## src/rtl/prng_io_pkg.sv

```systemverilog
// Shared definitions for the PRNG serial I/O blocks (transmitter and future receiver).
package prng_io_pkg;

    // UART frame sequencing states
    typedef enum logic [2:0] {
        ST_IDLE   = 3'd0,
        ST_START  = 3'd1,
        ST_DATA   = 3'd2,
        ST_PARITY = 3'd3,
        ST_STOP   = 3'd4
    } uart_state_e;

    localparam int unsigned PARITY_NONE = 0;
    localparam int unsigned PARITY_EVEN = 1;
    localparam int unsigned PARITY_ODD  = 2;

    localparam int unsigned DATA_BITS   = 8;

    // Bit period in clock cycles, truncated; callers must ensure the result is >= 2
    function automatic int unsigned calc_div(input int unsigned clk_hz, input int unsigned baud);
        return clk_hz / baud;
    endfunction

endpackage

```

## src/rtl/uart_baud_tick.sv

```systemverilog
// Bit-period counter: counts 0..DIV-1 and raises tick_o for the cycle in which the count is DIV-1.
module uart_baud_tick #(
    parameter int unsigned DIV = 87
) (
    input  logic clk,
    input  logic rst,
    input  logic restart_i,
    output logic tick_o
);
    import prng_io_pkg::*;

    localparam int unsigned CNT_W = (DIV > 2) ? $clog2(DIV) : 1;
    localparam logic [CNT_W-1:0] CNT_LAST = CNT_W'(DIV - 1);

    // A one-cycle bit period would leave no room for the load/transition cycle
    if (DIV < 2) begin : g_div_check
        $error("uart_baud_tick: DIV must be >= 2");
    end

    logic [CNT_W-1:0] cnt_q;
    logic [CNT_W-1:0] cnt_d;
    logic             tick_q;

    // Next count: wrap at the bit boundary, zero on restart
    always_comb begin
        cnt_d = cnt_q + CNT_W'(1);
        if (restart_i || (cnt_q == CNT_LAST)) begin
            cnt_d = '0;
        end
    end

    // Counter and registered tick, aligned so tick_q is high while cnt_q == DIV-1
    always_ff @(posedge clk) begin
        if (rst) begin
            cnt_q  <= '0;
            tick_q <= 1'b0;
        end else begin
            cnt_q  <= cnt_d;
            tick_q <= (cnt_d == CNT_LAST);
        end
    end

    assign tick_o = tick_q;

endmodule

```

## src/rtl/prng_uart_tx.sv

```systemverilog
// UART transmitter for PRNG bytes: 8N1 or 8E1/8O1 frames, with a one-byte holding register.
module prng_uart_tx #(
    parameter int unsigned CLK_HZ = 10_000_000,
    parameter int unsigned BAUD   = 115_200,
    parameter int unsigned PARITY = 0
) (
    input  logic        clk,
    input  logic        rst,
    input  logic [7:0]  in_data,
    input  logic        in_valid,
    output logic        in_ready,
    output logic        tx,
    output logic        busy,
    output logic [15:0] frames_sent
);
    import prng_io_pkg::*;

    localparam int unsigned DIV = calc_div(CLK_HZ, BAUD);

    uart_state_e state_q;
    logic        tx_q;
    logic [7:0]  hold_q;
    logic        hold_full_q;
    logic [7:0]  shift_q;
    logic        par_q;
    logic [2:0]  bit_q;
    logic [15:0] frames_q;

    logic        tick;
    logic        load_c;
    logic        accept_c;
    logic        stop_done_c;
    logic        par_bit_c;

    // Restarted on every load so the start bit is always a full DIV cycles wide
    uart_baud_tick #(
        .DIV (DIV)
    ) u_baud (
        .clk       (clk),
        .rst       (rst),
        .restart_i (load_c),
        .tick_o    (tick)
    );

    // Handshake, shifter-load and frame-completion decodes
    always_comb begin
        accept_c    = in_valid && !hold_full_q;
        stop_done_c = (state_q == ST_STOP) && tick;
        load_c      = hold_full_q && ((state_q == ST_IDLE) || stop_done_c);
        par_bit_c   = (PARITY == PARITY_ODD) ? ~par_q : par_q;
    end

    // Holding register, frame counter and frame sequencing
    always_ff @(posedge clk) begin
        if (rst) begin
            state_q     <= ST_IDLE;
            tx_q        <= 1'b1;
            hold_q      <= '0;
            hold_full_q <= 1'b0;
            shift_q     <= '0;
            par_q       <= 1'b0;
            bit_q       <= '0;
            frames_q    <= '0;
        end else begin
            frames_q <= frames_q + 16'(stop_done_c);

            if (accept_c) begin
                hold_q      <= in_data;
                hold_full_q <= 1'b1;
            end else if (load_c) begin
                hold_full_q <= 1'b0;
            end

            case (state_q)
                ST_IDLE: begin
                    tx_q <= 1'b1;
                    if (load_c) begin
                        shift_q <= hold_q;
                        par_q   <= ^hold_q;
                        bit_q   <= '0;
                        tx_q    <= 1'b0;
                        state_q <= ST_START;
                    end
                end
                ST_START: begin
                    if (tick) begin
                        tx_q    <= shift_q[0];
                        state_q <= ST_DATA;
                    end
                end
                ST_DATA: begin
                    if (tick) begin
                        shift_q <= shift_q >> 1;
                        if (bit_q == 3'(DATA_BITS - 1)) begin
                            if (PARITY != PARITY_NONE) begin
                                tx_q    <= par_bit_c;
                                state_q <= ST_PARITY;
                            end else begin
                                tx_q    <= 1'b1;
                                state_q <= ST_STOP;
                            end
                        end else begin
                            bit_q <= bit_q + 3'd1;
                            tx_q  <= shift_q[1];
                        end
                    end
                end
                ST_PARITY: begin
                    if (tick) begin
                        tx_q    <= 1'b1;
                        state_q <= ST_STOP;
                    end
                end
                ST_STOP: begin
                    if (tick) begin
                        // Chain straight into the next start bit when a byte is waiting
                        if (hold_full_q) begin
                            shift_q <= hold_q;
                            par_q   <= ^hold_q;
                            bit_q   <= '0;
                            tx_q    <= 1'b0;
                            state_q <= ST_START;
                        end else begin
                            tx_q    <= 1'b1;
                            state_q <= ST_IDLE;
                        end
                    end
                end
                default: begin
                    tx_q    <= 1'b1;
                    state_q <= ST_IDLE;
                end
            endcase
        end
    end

    assign tx          = tx_q;
    assign in_ready    = !hold_full_q;
    assign busy        = (state_q != ST_IDLE) || hold_full_q;
    assign frames_sent = frames_q;

endmodule

```

## config.mk

```make
export PLATFORM = sky130hd
export DESIGN_NAME = prng_uart_tx
export DESIGN_NICKNAME = d
export VERILOG_FILES = /design/src/rtl/prng_io_pkg.sv /design/src/rtl/uart_baud_tick.sv /design/src/rtl/prng_uart_tx.sv
export SDC_FILE = /design/constraint.sdc
export NUM_CORES = 1
export LEC_CHECK = 0
export BUFFER_PORTS_ARGS = -buffer_cell sky130_fd_sc_hd__buf_2
export CORE_MARGIN = 2
export CORE_UTILIZATION = 40
export CTS_BUF_LIST = sky130_fd_sc_hd__clkbuf_4 sky130_fd_sc_hd__clkbuf_8
export DETAILED_ROUTE_END_ITERATION = 6
export PLACE_DENSITY = 0.64
export SLEW_MARGIN = 10
export SYNTH_ARGS = -nofsm -noshare
export SYNTH_HDL_FRONTEND = slang
export SYNTH_SLANG_ARGS = --single-unit
```

## constraint.sdc

```tcl
create_clock -name clk -period 2.7 [get_ports clk]
set_input_delay 0.81 -clock clk [delete_from_list [all_inputs] [get_ports clk]]
set_output_delay 0.81 -clock clk [all_outputs]
set_load 0.02 [all_outputs]
```

==> run metrics, run 1 <==
Nets=272; share of cells above drive strength 1=0.2235; Worst Tran Pin Value=0.5748 ns; clock buffer depth=2; clk_lat worst skew=0.29 ns; Fin. Hold Viols=0; Final Critical Period=2.091 ns; DIE AREA=0.006072 mm2; final setup violation count=0; Via density=4.945; gr usage total=0.1407; starting DRC count in detailed routing=100; CTS tree=built; Pins Over Slew Limit=0; Die W=77.93 um; DP Worst Slack=0.6516 ns; post-DR wirelength/cell=11.94 um; CP max stage delay=0.39 ns; DP HPWL=2784 um; Multi-input gate area=0.001145 mm2; Final ANT Viol Nets=0; Clock Sinks=48; htree depth=2; Post-CTS Resized=0; Root Buffer=clkbuf_8; Yosys reg bits=48; Register Area=960.9 um2; initial core utilization=0.4200; drt total wl=3882 um; WP data required=1.89 ns; Mean Syn Cell Area=9.672 um2; Final WS setup=0.6090 ns; max-cap viol count=0; Pre-antenna DRT Iters=4; Top Family by Delay on Critical Path=simple AND/OR/NAND/NOR gates; Clk pin slew, worst setup/hold paths=0.08 ns; site row count=26; Peak supply drop=0.2201 mV; CP bufs+invs=1; post-synthesis sequential area ratio=0.4396; # diodes=0; RSZ-0062 raised after global routing=no; Die Ht=77.93 um; Post-synth top flop=dfxtp_1; pin count of the biggest net entering global routing=24; pwr/cell area=521.0 mW/mm2; WS Path Type=reg -> out; final RePlAce weighted congestion=0.8501; relative slew slack=0.6168; Core ar.=0.005205 mm2; crit path max-delay cell type=dfxtp_1; Netlist cell types=43; CP arrival=1.28 ns; global-route wire length before repair=6872 um; WHS=0.4843 ns; startpoint class of the critical path=register; leakage power=0.9582 nW; period utilization=0.7745; worst-path fanout max=9; vias in the first global route=1538; port bufs=29; mapped cell area=0.002186 mm2; vias post-DR=1607; TritonCTS buffer count=5; gr ovfl total=0; io pins=30; Synth warnings=0; Cells after Synth=226; Synth async-reset ratio=0; Sum Neg Setup Slack=0 ns; area grow syn2layout=13.11%; crit-path cells=nor2_1 -> nand2_1 -> buf_2; Final Skew=0.004840 ns; layout filler cell count=521; EDFF count, synth=0; DRC Markers=0; fmax=478.2 MHz; outcome=finished clean; Syn Nets=243; setup bufs post-CTS=0; crit path capture type=primary output; cts hold-fix bufs=0; antenna violations before repair=0; Hold/Removal Path Class=reg -> reg
==> worst min-delay path, stage by stage (launching register included) <==
cell	delay, ns
dfxtp_1	0.32
nand2_1	0.07
o32ai_2	0.06
==> final cells by class <==
type                       instances  area share
sequential                        48      0.3887
tap                               70     0.03543
clock inverter                     1    0.002024
multi-input combinational        160      0.4631
timing repair buffer              32     0.06781
inverter                           8     0.01215
clock buffer                       6     0.03087
==> per-layer routing <==
metal  global-route usage  share of wire  vias to the layer above  wire length (um)
met4              0.04737         0.0054                        0                21
met1               0.1877           0.51                      723              1989
li1                     -              -                      851                 -
met3              0.04535          0.048                        2               186
met2               0.2147           0.43                       31              1685
met5                    0              0                        -                 0
==> cells in the final DEF (no fill, tap or decap), drive strengths merged, types with 2 or more instances in the layout <==
cell    count
and4        2
inv         8
o32ai       2
nor2       41
a221oi      7
nand2      12
a21oi       5
dfxtp      48
ha          6
nand3       6
and3        2
and2        2
clkbuf      6
xor2        9
nand4       8
nor3        7
buf        32
xnor2      11
a22o        2
nor2b       4
nor4        6
mux2i      14
==> where the power goes <==
group	switching, mW	total, mW	internal (mW)
registers	0.0205	0.755	0.734
clock network	0.220	0.407	0.186
logic	0.0735	0.127	0.0532
==> metrics by stage <==
| step | cells | area [um2] | power, mW | utilization |
|---|---|---|---|---|
| final | 325 | 2472 | 1.288 | 0.4750 |
| after global routing | 325 | 2472 | 1.355 | 0.4750 |
| after CTS | 325 | 2472 | 1.307 | 0.4750 |
| after detailed placement | 318 | 2391 | 0.8987 | 0.4594 |
| after global placement | 318 | 2391 | 0.8987 | 0.4594 |
| after floorplan | 226 | 2186 | 0.8690 | - |
==> cells by family (layout without fill, tap and decap cells) <==
kind of cell               after synthesis  in the layout  share of synthesized area
xor gates and xnor gates                20             20                    0.08014
AOI/OAI and AO/OA                       23             23                     0.1082
adders and majority gates                6              6                    0.03434
and+or+nand+nor                         96             96                     0.2318
DFF                                     48             48                     0.4396
muxes                                   15             15                    0.06926
buffers and inverters                   18             47                    0.03663
==> sequential cells by signal, indices dropped and copies added, names as in the netlist, 3 cells and up <==
register,count
state_q,3
frames_sent,16
bit_q,3
u_baud.cnt_q,7
hold_q,8
shift_q,8
==> synthesized netlist by cell type (all sizes together), types with 3 or more instances <==
cell type	instances	area, um2
nor2	41	153.9
xor2	9	78.83
nand3	6	30.03
dfxtp	48	960.9
inv	8	30.03
mux2i	14	140.1
buf	7	38.78
a221oi	7	105.1
nand4	8	56.30
xnor2	11	96.34
nor3	7	40.04
nor4	6	68.82
clkbuf	3	11.26
nor2b	4	27.53
ha	6	75.07
nand2	12	45.04
a21oi	5	25.02
==> worst paths after layout <==
| check | startpoint | cells after the start | end | slack (ns) |
|---|---|---|---|---|
| max | state_q[0]$_SDFFE_PP0P_ | 3 | busy | 0.61 |
| min | shift_q[7]$_SDFFE_PP0P_ | 2 | shift_q[7]$_SDFFE_PP0P_ | 0.48 |
| max reg2reg | state_q[0]$_SDFFE_PP0P_ | 8 | frames_sent[14]$_SDFF_PP0_ | 0.63 |
| min reg2reg | shift_q[7]$_SDFFE_PP0P_ | 2 | shift_q[7]$_SDFFE_PP0P_ | 0.48 |
(Power assumes the default switching activity.)
==> run 2: changes to the inputs <==
- PLACE_DENSITY: 0.64 -> 0.66
- clock period: 2.7 -> 1.7 ns (I/O delays scaled with it)
==> run 2 against run 1 <==
- clock skew rose by 0.0058 ns
- highest routed layer unchanged
- final cell count increased by 3.7%
- the flow now finishes with violations (setup timing)
- critical path type is now reg -> reg
- die area did not move
- register-to-register slack got worse by 0.65 ns
- worst hold slack got worse by 0.046 ns
- power rose by 64%
- clock power is 68% higher
- setup slack lost 0.62 ns
- largest power group unchanged
==> run metrics, run 2 (synthesis gave the netlist of run 1 again) <==
WS Path Type=reg -> reg; TritonCTS buffer count=5; CP max stage delay=0.34 ns; Crit path top cell by count=ha_4; site row count=26; vias in the first global route=1664; leakage power=1.019 nW; Final ANT Viol Nets=0; Nets=284; Root Buffer=clkbuf_8; worst-path fanout max=4; post-DR wirelength/cell=12.44 um; area grow syn2layout=20.32%; P_int=1.593 mW; WP data required=1.89 ns; sw power=0.5166 mW; Core ar.=0.005205 mm2; Final Critical Period=1.716 ns; starting DRC count in detailed routing=88; htree depth=2; Finished Layout Cells=337; outcome=complete, but fails checks; Pre-antenna DRT Iters=4; Clk pin slew, worst setup/hold paths=0.09 ns; io pins=30; Final Skew=0.01062 ns; crit path capture type=register; # diodes=0; startpoint class of the critical path=register; final setup violation count=1; Via density=5.012; global-route wire length before repair=7300 um; DRC Markers=0; clock buffer depth=2; gr usage total=0.1484; port bufs=29; clk_lat worst skew=0.30 ns; WHS=0.4386 ns; relative slew slack=0.6837; pwr/cell area=802.1 mW/mm2; Logic pwr share=0.109; Core Util, Final=0.5053; commonest non-fill, non-tap cell in the layout=dfxtp_1; antenna violations before repair=0; vias post-DR=1689; Clock Sinks=48; Final WS setup=-0.01561 ns; DP HPWL=2918 um; share of cells above drive strength 1=0.2921; Hold/Removal Path Class=in -> reg; gr ovfl total=0; max-cap viol count=0; placed cells=327; CTS tree=built; Sum Neg Setup Slack=-0.01561 ns; final RePlAce weighted congestion=0.8207; fmax=582.9 MHz; Die Ht=77.93 um; DP Worst Slack=-0.01412 ns; Die W=77.93 um; CP arrival=1.91 ns; period utilization=1.009; Pwr Total=2.110 mW; number of flip-flops in the largest register=16; cts hold-fix bufs=0; Peak supply drop=0.5353 mV; initial core utilization=0.4200; Pins Over Slew Limit=0; drt total wl=4192 um; RSZ-0062 raised after global routing=yes; layout filler cell count=516; crit path max-delay cell type=dfxtp_2; DIE AREA=0.006072 mm2; Clk pwr share=0.324; Worst Tran Pin Value=0.4719 ns; post-route cell area=0.002630 mm2; crit-path cells=nor2_4 -> and3_4 -> ha_4 -> ha_4 -> nand4_1 -> nor4_2 -> xnor2_1 -> nor2_1; Placed Area=0.002481 mm2; Fin. Hold Viols=0; pin count of the biggest net entering global routing=22; commonest cells after routing, fill and taps aside=dfxtp_1 (47), nor2_1 (40), buf_2 (29); failing checks=setup timing; share of power burned in registers=0.567; Sw Ratio=0.2449
run 2: power by group through the flow:
stage	clock (mW)	sequential [mW]	combinational, mW
finish	0.684	1.20	0.229
floorplan	0	1.22	0.170
detailed placement	0	1.22	0.226
CTS	0.706	1.20	0.227
global route	0.745	1.20	0.258
global placement	0	1.22	0.222
run 2: repair_timing:
| item | CTS | global route |
|---|---|---|
| buffers inserted | 0 | 3 |
| resized for setup | 0 | 7 |
| endpoints found under the setup margin | 1 | 7 |
| pin swaps | 1 | 3 |
run 2: final cells by class:
cell class                      count  area (um2)  share of cell area
Multi-Input combinational cell    160        1201              0.4567
Clock inverter                      1       8.758            0.003330
Tap cell                           70       87.58             0.03330
Timing Repair Buffer               44       257.7             0.09800
Inverter                            8       30.03             0.01142
Clock buffer                        6       82.58             0.03140
Sequential cell                    48       962.2              0.3658
run 2: path summary, 6_finish.rpt:
kind	start	endpoint	depth (start not counted)	slack, ns
max	state_q[1]$_SDFFE_PP0P_	frames_sent[14]$_SDFF_PP0_	8	-0.02
min	in_data[7]	hold_q[7]$_SDFFE_PP0P_	3	0.44
max reg2reg	state_q[1]$_SDFFE_PP0P_	frames_sent[14]$_SDFF_PP0_	8	-0.02
min reg2reg	shift_q[7]$_SDFFE_PP0P_	shift_q[7]$_SDFFE_PP0P_	2	0.48
run 2: worst max-delay path: cells and delay by family (launching register included):
kind                       cells  cell delay, ns
xor gates and xnor gates       1            0.17
adders and majority gates      2            0.28
DFF                            1            0.34
and+or+nand+nor                5            0.82
run 2: layer usage:
metal / part of all wire / global-route usage / wire, um
met1: 0.47 / 0.1763 / 1952
met2: 0.49 / 0.2578 / 2043
met3: 0.037 / 0.03837 / 155
met4: 0.0095 / 0.05263 / 40
met5: 0 / 0 / 0
